$ cat config.mk
export PLATFORM = sky130hd
export DESIGN_NAME = rpn_eval
export DESIGN_NICKNAME = d
export VERILOG_FILES = /design/src/rtl/rpn_eval.sv
export SDC_FILE = /design/constraint.sdc
export NUM_CORES = 1
export LEC_CHECK = 0
export BUFFER_PORTS_ARGS = -buffer_cell sky130_fd_sc_hd__buf_4
export CORE_MARGIN = 3
export CORE_UTILIZATION = 66
export DETAILED_ROUTE_END_ITERATION = 8
export PLACE_DENSITY = 0.95
export SLEW_MARGIN = 20
export SYNTH_ARGS = -nofsm -noshare
export SYNTH_HDL_FRONTEND = slang
export SYNTH_SLANG_ARGS = --single-unit
$ cat constraint.sdc
create_clock -name CLK -period 12.35 [get_ports CLK]
set_input_delay 0.6175 -clock CLK [delete_from_list [all_inputs] [get_ports CLK]]
set_output_delay 0.6175 -clock CLK [all_outputs]
set_load 0.01 [all_outputs]
$ cat src/rtl/rpn_eval.sv
// RPN evaluator: consumes single-digit operands and + - * / = over a STB/ACK char link,
// evaluates on a signed operand stack and emits the result as signed decimal ASCII plus LF.
module rpn_eval #(
  parameter int W     = 16,
  parameter int DEPTH = 8
) (
  input  logic       CLK,
  input  logic       RST,
  input  logic       IN_STB,
  input  logic [7:0] IN_CHAR,
  output logic       IN_ACK,
  output logic       OUT_STB,
  output logic [7:0] OUT_CHAR,
  input  logic       OUT_ACK
);

  localparam int AW   = $clog2(DEPTH);
  localparam int NDIG = (W * 30103 + 99999) / 100000;
  localparam int DW   = $clog2(NDIG + 1);
  localparam int CW   = $clog2(W + 1);

  typedef enum logic [2:0] {IDLE, EXEC, DIV, CONV, EMIT} state_t;

  state_t          state;
  logic [AW:0]     count;
  logic            err;
  logic            div_conv;
  logic            emit_e;
  logic            emit_neg;
  logic [CW-1:0]   dv_cnt;
  logic [DW-1:0]   ndig;
  logic [DW-1:0]   dig_left;

  logic signed [W-1:0] stk [DEPTH];
  logic [7:0]          op_p0;
  logic [W-1:0]        dv_rem;
  logic [W-1:0]        dv_quo;
  logic [W-1:0]        dv_den;
  logic                dv_neg;
  logic [3:0]          digs [NDIG];

  function automatic logic signed [W-1:0] alu_wrap(input logic [7:0] op,
                                                   input logic signed [W-1:0] a,
                                                   input logic signed [W-1:0] b);
    logic signed [W-1:0] r;
    case (op)
      8'h2B:   r = a + b;
      8'h2D:   r = a - b;
      default: r = a * b;
    endcase
    return r;
  endfunction

  // Magnitude as unsigned, so the most negative value maps to 2^(W-1) exactly.
  function automatic logic [W-1:0] mag_u(input logic signed [W-1:0] x);
    logic signed [W-1:0] n;
    n = -x;
    return x[W-1] ? W'(n) : W'(x);
  endfunction

  logic [AW-1:0]       top_idx, sec_idx;
  logic signed [W-1:0] top, sec;
  logic                accept, is_dig, full, two, push_ok, div_bad;
  logic [W:0]          rem_sh, rem_sub;
  logic                take;
  logic [W-1:0]        nxt_rem, nxt_quo;
  logic signed [W-1:0] q_signed;
  logic                div_last, div_load_op, conv_load, div_reload;
  logic [7:0]          next_char;

  assign top_idx = AW'(count - 1'b1);
  assign sec_idx = AW'(count - 2'd2);
  assign top     = stk[top_idx];
  assign sec     = stk[sec_idx];

  assign accept  = (state == IDLE) && IN_STB && !IN_ACK;
  assign is_dig  = (IN_CHAR >= 8'h30) && (IN_CHAR <= 8'h39);
  assign full    = (count == (AW+1)'(DEPTH));
  assign two     = (count >= (AW+1)'(2));
  assign push_ok = accept && is_dig && !err && !full;
  assign div_bad = !two || (top == '0);

  // One restoring-division step; shared by '/' and the binary-to-decimal conversion.
  assign rem_sh   = {dv_rem, dv_quo[W-1]};
  assign rem_sub  = rem_sh - {1'b0, dv_den};
  assign take     = !rem_sub[W];
  assign nxt_rem  = take ? rem_sub[W-1:0] : rem_sh[W-1:0];
  assign nxt_quo  = {dv_quo[W-2:0], take};
  assign q_signed = dv_neg ? -$signed(nxt_quo) : $signed(nxt_quo);

  assign div_last    = (state == DIV) && (dv_cnt == CW'(W));
  assign div_load_op = (state == DIV) && (dv_cnt == '0) && !div_bad;
  assign conv_load   = (state == CONV) && !err && (count == (AW+1)'(1));
  assign div_reload  = div_last && div_conv && (nxt_quo != '0);

  always_comb begin
    next_char = 8'h0A;
    if (emit_e)
      next_char = 8'h45;
    else if (emit_neg)
      next_char = 8'h2D;
    else if (dig_left != '0)
      next_char = {4'h3, digs[dig_left - 1'b1]};
  end

  // Datapath: stack, divider and digit buffer carry no reset.
  always_ff @(posedge CLK) begin
    if (accept)
      op_p0 <= IN_CHAR;
    if (push_ok)
      stk[count[AW-1:0]] <= $signed({{(W-4){1'b0}}, IN_CHAR[3:0]});
    if (state == EXEC && two)
      stk[sec_idx] <= alu_wrap(op_p0, sec, top);
    if (div_last && !div_conv)
      stk[sec_idx] <= q_signed;

    if (div_load_op) begin
      dv_rem <= '0;
      dv_quo <= mag_u(sec);
      dv_den <= mag_u(top);
      dv_neg <= sec[W-1] ^ top[W-1];
    end else if (conv_load) begin
      dv_rem <= '0;
      dv_quo <= mag_u(top);
      dv_den <= W'(10);
    end else if (div_reload) begin
      dv_rem <= '0;
      dv_quo <= nxt_quo;
    end else if (state == DIV && dv_cnt != '0) begin
      dv_rem <= nxt_rem;
      dv_quo <= nxt_quo;
    end

    if (div_last && div_conv)
      digs[ndig] <= nxt_rem[3:0];
  end

  // Control FSM and registered handshake outputs.
  always_ff @(posedge CLK or posedge RST) begin
    if (RST) begin
      state    <= IDLE;
      count    <= '0;
      err      <= 1'b0;
      div_conv <= 1'b0;
      emit_e   <= 1'b0;
      emit_neg <= 1'b0;
      dv_cnt   <= '0;
      ndig     <= '0;
      dig_left <= '0;
      IN_ACK   <= 1'b0;
      OUT_STB  <= 1'b0;
      OUT_CHAR <= 8'h00;
    end else begin
      IN_ACK <= accept;
      case (state)
        IDLE: begin
          if (accept) begin
            if (is_dig) begin
              if (!err) begin
                if (full) err <= 1'b1;
                else      count <= count + 1'b1;
              end
            end else if (IN_CHAR == 8'h3D) begin
              state <= CONV;
            end else if (!err && (IN_CHAR == 8'h2B || IN_CHAR == 8'h2D || IN_CHAR == 8'h2A)) begin
              state <= EXEC;
            end else if (!err && IN_CHAR == 8'h2F) begin
              state    <= DIV;
              dv_cnt   <= '0;
              div_conv <= 1'b0;
            end
          end
        end
        EXEC: begin
          if (two) count <= count - 1'b1;
          else     err   <= 1'b1;
          state <= IDLE;
        end
        DIV: begin
          if (dv_cnt == '0) begin
            if (div_bad) begin
              err   <= 1'b1;
              state <= IDLE;
            end else begin
              dv_cnt <= CW'(1);
            end
          end else if (dv_cnt == CW'(W)) begin
            if (div_conv) begin
              ndig <= ndig + 1'b1;
              if (nxt_quo == '0) begin
                dig_left <= ndig + 1'b1;
                state    <= EMIT;
              end else begin
                dv_cnt <= CW'(1);
              end
            end else begin
              count  <= count - 1'b1;
              dv_cnt <= '0;
              state  <= IDLE;
            end
          end else begin
            dv_cnt <= dv_cnt + 1'b1;
          end
        end
        CONV: begin
          if (conv_load) begin
            emit_e   <= 1'b0;
            emit_neg <= top[W-1];
            ndig     <= '0;
            dv_cnt   <= CW'(1);
            div_conv <= 1'b1;
            state    <= DIV;
          end else begin
            emit_e   <= 1'b1;
            emit_neg <= 1'b0;
            dig_left <= '0;
            state    <= EMIT;
          end
        end
        EMIT: begin
          if (!OUT_STB) begin
            OUT_STB  <= 1'b1;
            OUT_CHAR <= next_char;
          end else if (OUT_ACK) begin
            OUT_STB <= 1'b0;
            if (emit_e)
              emit_e <= 1'b0;
            else if (emit_neg)
              emit_neg <= 1'b0;
            else if (dig_left != '0)
              dig_left <= dig_left - 1'b1;
            else begin
              count    <= '0;
              err      <= 1'b0;
              div_conv <= 1'b0;
              state    <= IDLE;
            end
          end
        end
        default: state <= IDLE;
      endcase
    end
  end

endmodule

==> metrics.md <==
| Metric | Value |
|---|---|
| Status | finished, final reports clean |
| Yosys top cell area share | 31.22% |
| Total routed wirelength | 50.92 mm |
| Root Buffer | clkbuf_16 |
| FILL cells | 1731 |
| Count of final setup violators | 0 |
| Fmax | 107.4 MHz |
| DR vias | 14280 |
| Primary FF master, synth | edfxtp_1 |
| Tmin final | 9.314 ns |
| Synth top area cells | edfxtp_1 (31%), fa_1 (8.9%), ha_1 (7.5%), mux4_2 (7.2%), dfrtp_1 (4.3%) |
| Synth Net Count | 1922 |
| Initial antenna violation count | 0 |
| Max Root-Sink Buffers | 3 |
| First DRT Iteration DRCs | 2123 |
| Area grow syn2layout | 6.704% |
| Io pins | 22 |
| Hold_buf cts | 0 |
| R2R cell count | 25 |
| RR Startpoint | count[1] |
| TNS Setup | 0 ns |
| Met3 usage | 7.682% |
| Core Region | 27030 um^2 |
| ANT nets after route | 0 |
| Post CTS Setup Buffer Count | 0 |
| Share of layout cells above drive strength 1 | 12.29% |
| First-pass GRT wire length | 79.31 mm |
| CP startpoint | count[1] |
| CTS tree | built |
| Hold WC Path Type | in -> async |
| Crit share post-route | 75.42% |
| Wire per inst | 24.34 um |
| Post-synthesis sequential area ratio | 37.25% |
| GRT met2 Usage | 57.86% |
| Die area | 29570 um^2 |
| Global Route Usage Sum | 34.98% |
| Ys Warns | 0 |
| Port bufs | 20 |
| Largest net degree at the start of global routing | 42 |
| Number of global-route vias before repair | 14270 |
| Skew final | 0.03682 ns |
| Yosys top cell by area | edfxtp_1 |
| Crit Path Max Fanout | 41 |
| GRT overflow | 0 |
| Die H | 172.0 um |
| Residual DRC | 0 |
| Skew-Pair Late Insertion Delay | 0.54 ns |
| Post-synthesis instance area | 18180 um^2 |
| HPWL after detailed placement | 36.73 mm |
| Startpoint types | flip-flop |
| Avg Inst Size Synth | 10.57 um^2 |
| Worst Path Required | 12.58 ns |
| PostCTS Resize Cnt | 0 |
| Worst-path clk slew | 0.07 ns |
| Crit path DAT | 9.55 ns |
| Slew Limit Fails | 0 |
| Crit Path Class | reg -> reg |
| Syn Inst Count | 1720 |
| FFs w/ async S/R, synth | 13.14% |
| Post-synthesis cell type count | 90 |
| Gr busiest metal | met2 |
| Slew Limit Headroom | 26.32% |
| RePlAce Congestion | 0.9961 |
| Post-synth EDFFs | 189 |
| Final Hold Viols | 0 |
| Fin nets | 1934 |
| Starting Density | 67.26% |
| Row count | 60 |
| Depth of the CTS H-tree | 1 |
| Grt met1 use | 43.91% |
| RSZ-0062 raised after global routing | no |
| Seq cells post-synth | 236 |
| RR Endpoint | stk[5][15] |
| CP Capture Type | flip-flop |
| CTS Buf Count | 24 |
| Max_cap viols | 0 |
| Die extent in x | 172.0 um |
| Post-DR vias/cell | 6.825 |
| Slew of the pin with the lowest slew margin | 1.101 ns |
| DR pass1 iterations | 6 |
| R2R setup slack | 3.04 ns |
| CTS Sinks | 236 |
placed cells by master (no fill, tap or decap), types with 20 or more instances in the layout:
master,instances
nor3_1,35
o21ai_0,77
ha_1,109
xnor2_1,79
fa_1,81
dfrtp_1,30
mux4_2,58
buf_4,53
clkbuf_16,24
edfxtp_1,189
nor2_1,182
nand2_1,183
nand3_1,20
a21oi_1,63
xor2_1,37
inv_1,199
cell usage after synthesis (5+ instances only):
| cell | instances |
|---|---|
| a21oi_1 | 63 |
| or2_2 | 16 |
| nand3_1 | 20 |
| xor2_1 | 37 |
| dfxtp_1 | 16 |
| a21o_1 | 10 |
| inv_1 | 199 |
| mux2i_4 | 7 |
| dfrtp_1 | 31 |
| mux4_1 | 9 |
| nand4_1 | 5 |
| ha_1 | 109 |
| o21ai_1 | 11 |
| nor3_1 | 36 |
| nor2_1 | 182 |
| o41ai_1 | 6 |
| or3_1 | 14 |
| o21a_1 | 7 |
| o31ai_1 | 7 |
| edfxtp_1 | 189 |
| o21ai_0 | 78 |
| mux2i_1 | 20 |
| a21boi_0 | 8 |
| mux4_2 | 58 |
| a211oi_1 | 5 |
| xnor2_1 | 79 |
| nor2b_1 | 11 |
| o22ai_1 | 9 |
| clkbuf_1 | 36 |
| buf_12 | 5 |
| nand2b_1 | 13 |
| a31oi_1 | 12 |
| and2_1 | 10 |
| mux2_2 | 8 |
| nand2_1 | 183 |
| buf_2 | 13 |
| a22o_1 | 13 |
| mux2i_2 | 6 |
| fa_1 | 81 |
metal layers:
layer	wire, um	up-vias
li1	-	6033
met1	17570	6736
met2	23790	1202
met3	5991	306
met4	3568	0
met5	0	-
cells by family after synthesis:
kind of cell | count (synthesis) | share of synthesized area, %
adders and majority gates | 190 | 16.42
xor gates and xnor gates | 118 | 5.768
and+or+nand+nor | 524 | 13.01
AOI/OAI and AO/OA | 272 | 9.465
muxes | 109 | 11.54
DFF | 236 | 37.25
other | 1 | 0.02063
buffers and inverters | 270 | 6.518
area by class of cell:
type	instances	area, um^2	share of cell area, %
Antenna cell	1	2.502	0.01290
Clock buffer	26	608.1	3.135
Clock inverter	18	183.9	0.9483
Inverter	203	762.0	3.929
Multi-Input combinational cell	1214	10240	52.79
Sequential cell	236	6775	34.93
Tap cell	341	426.7	2.200
Timing Repair Buffer	53	397.9	2.051
worst max-delay path, cell delays in order, from the launching register on:
cell and delay, ns:
dfrtp_1 0.33, buf_4 0.46, inv_1 0.32, ha_1 0.67, buf_4 0.47, mux4_2 0.42, nand2_1 0.21, nand2_1 0.38
nand2_1 0.25, fa_1 0.44, fa_1 0.55, fa_1 0.46, fa_1 0.49, inv_1 0.05, fa_1 0.52, inv_1 0.06
fa_1 0.53, inv_1 0.04, ha_1 0.35, nand3_1 0.11, nand2_1 0.06, a41o_1 0.21, o41ai_1 0.60, xnor2_1 0.27
o21ai_1 0.12, o22ai_1 0.59
registers in the layout (all words and copies together), names as in the netlist, 3 cells and up:
register and cells:
dv_cnt 5, OUT_CHAR 7, dig_left 3, digs 20, state 3, op_p0 8, dv_quo 16, dv_rem 16
dv_den 16, count 4, stk 128, ndig 3
worst max-delay path by stage:
stage | end | slack (ns) | cells past startpoint
2_1_floorplan | stk[0][13] | 4.56 | 31
3_3_place_gp | stk[4][15] | 3.69 | 22
3_5_place_dp | stk[6][15] | 3.29 | 22
4_1_cts | stk[6][15] | 3.19 | 22
5_1_grt | stk[7][13] | 2.74 | 31
6_report | stk[5][15] | 3.04 | 25
through the flow:
stage                     std cells  setup slack (ns)  hold WS, ns  instance area, um^2  utilization (%)
after floorplan                1720             4.556       0.4498                18180                -
after global placement         2047             3.693       0.4567                18590            68.79
after detailed placement       2047             3.286       0.4661                18590            68.79
after CTS                      2091             3.187       0.1758                19380            71.72
after global routing           2091             2.736       0.2121                19390            71.76
final                          2092             3.036       0.1761                19400            71.77
Power is not shown: default switching activity piles up to over one toggle a cycle in this logic, so the estimate is an artifact.
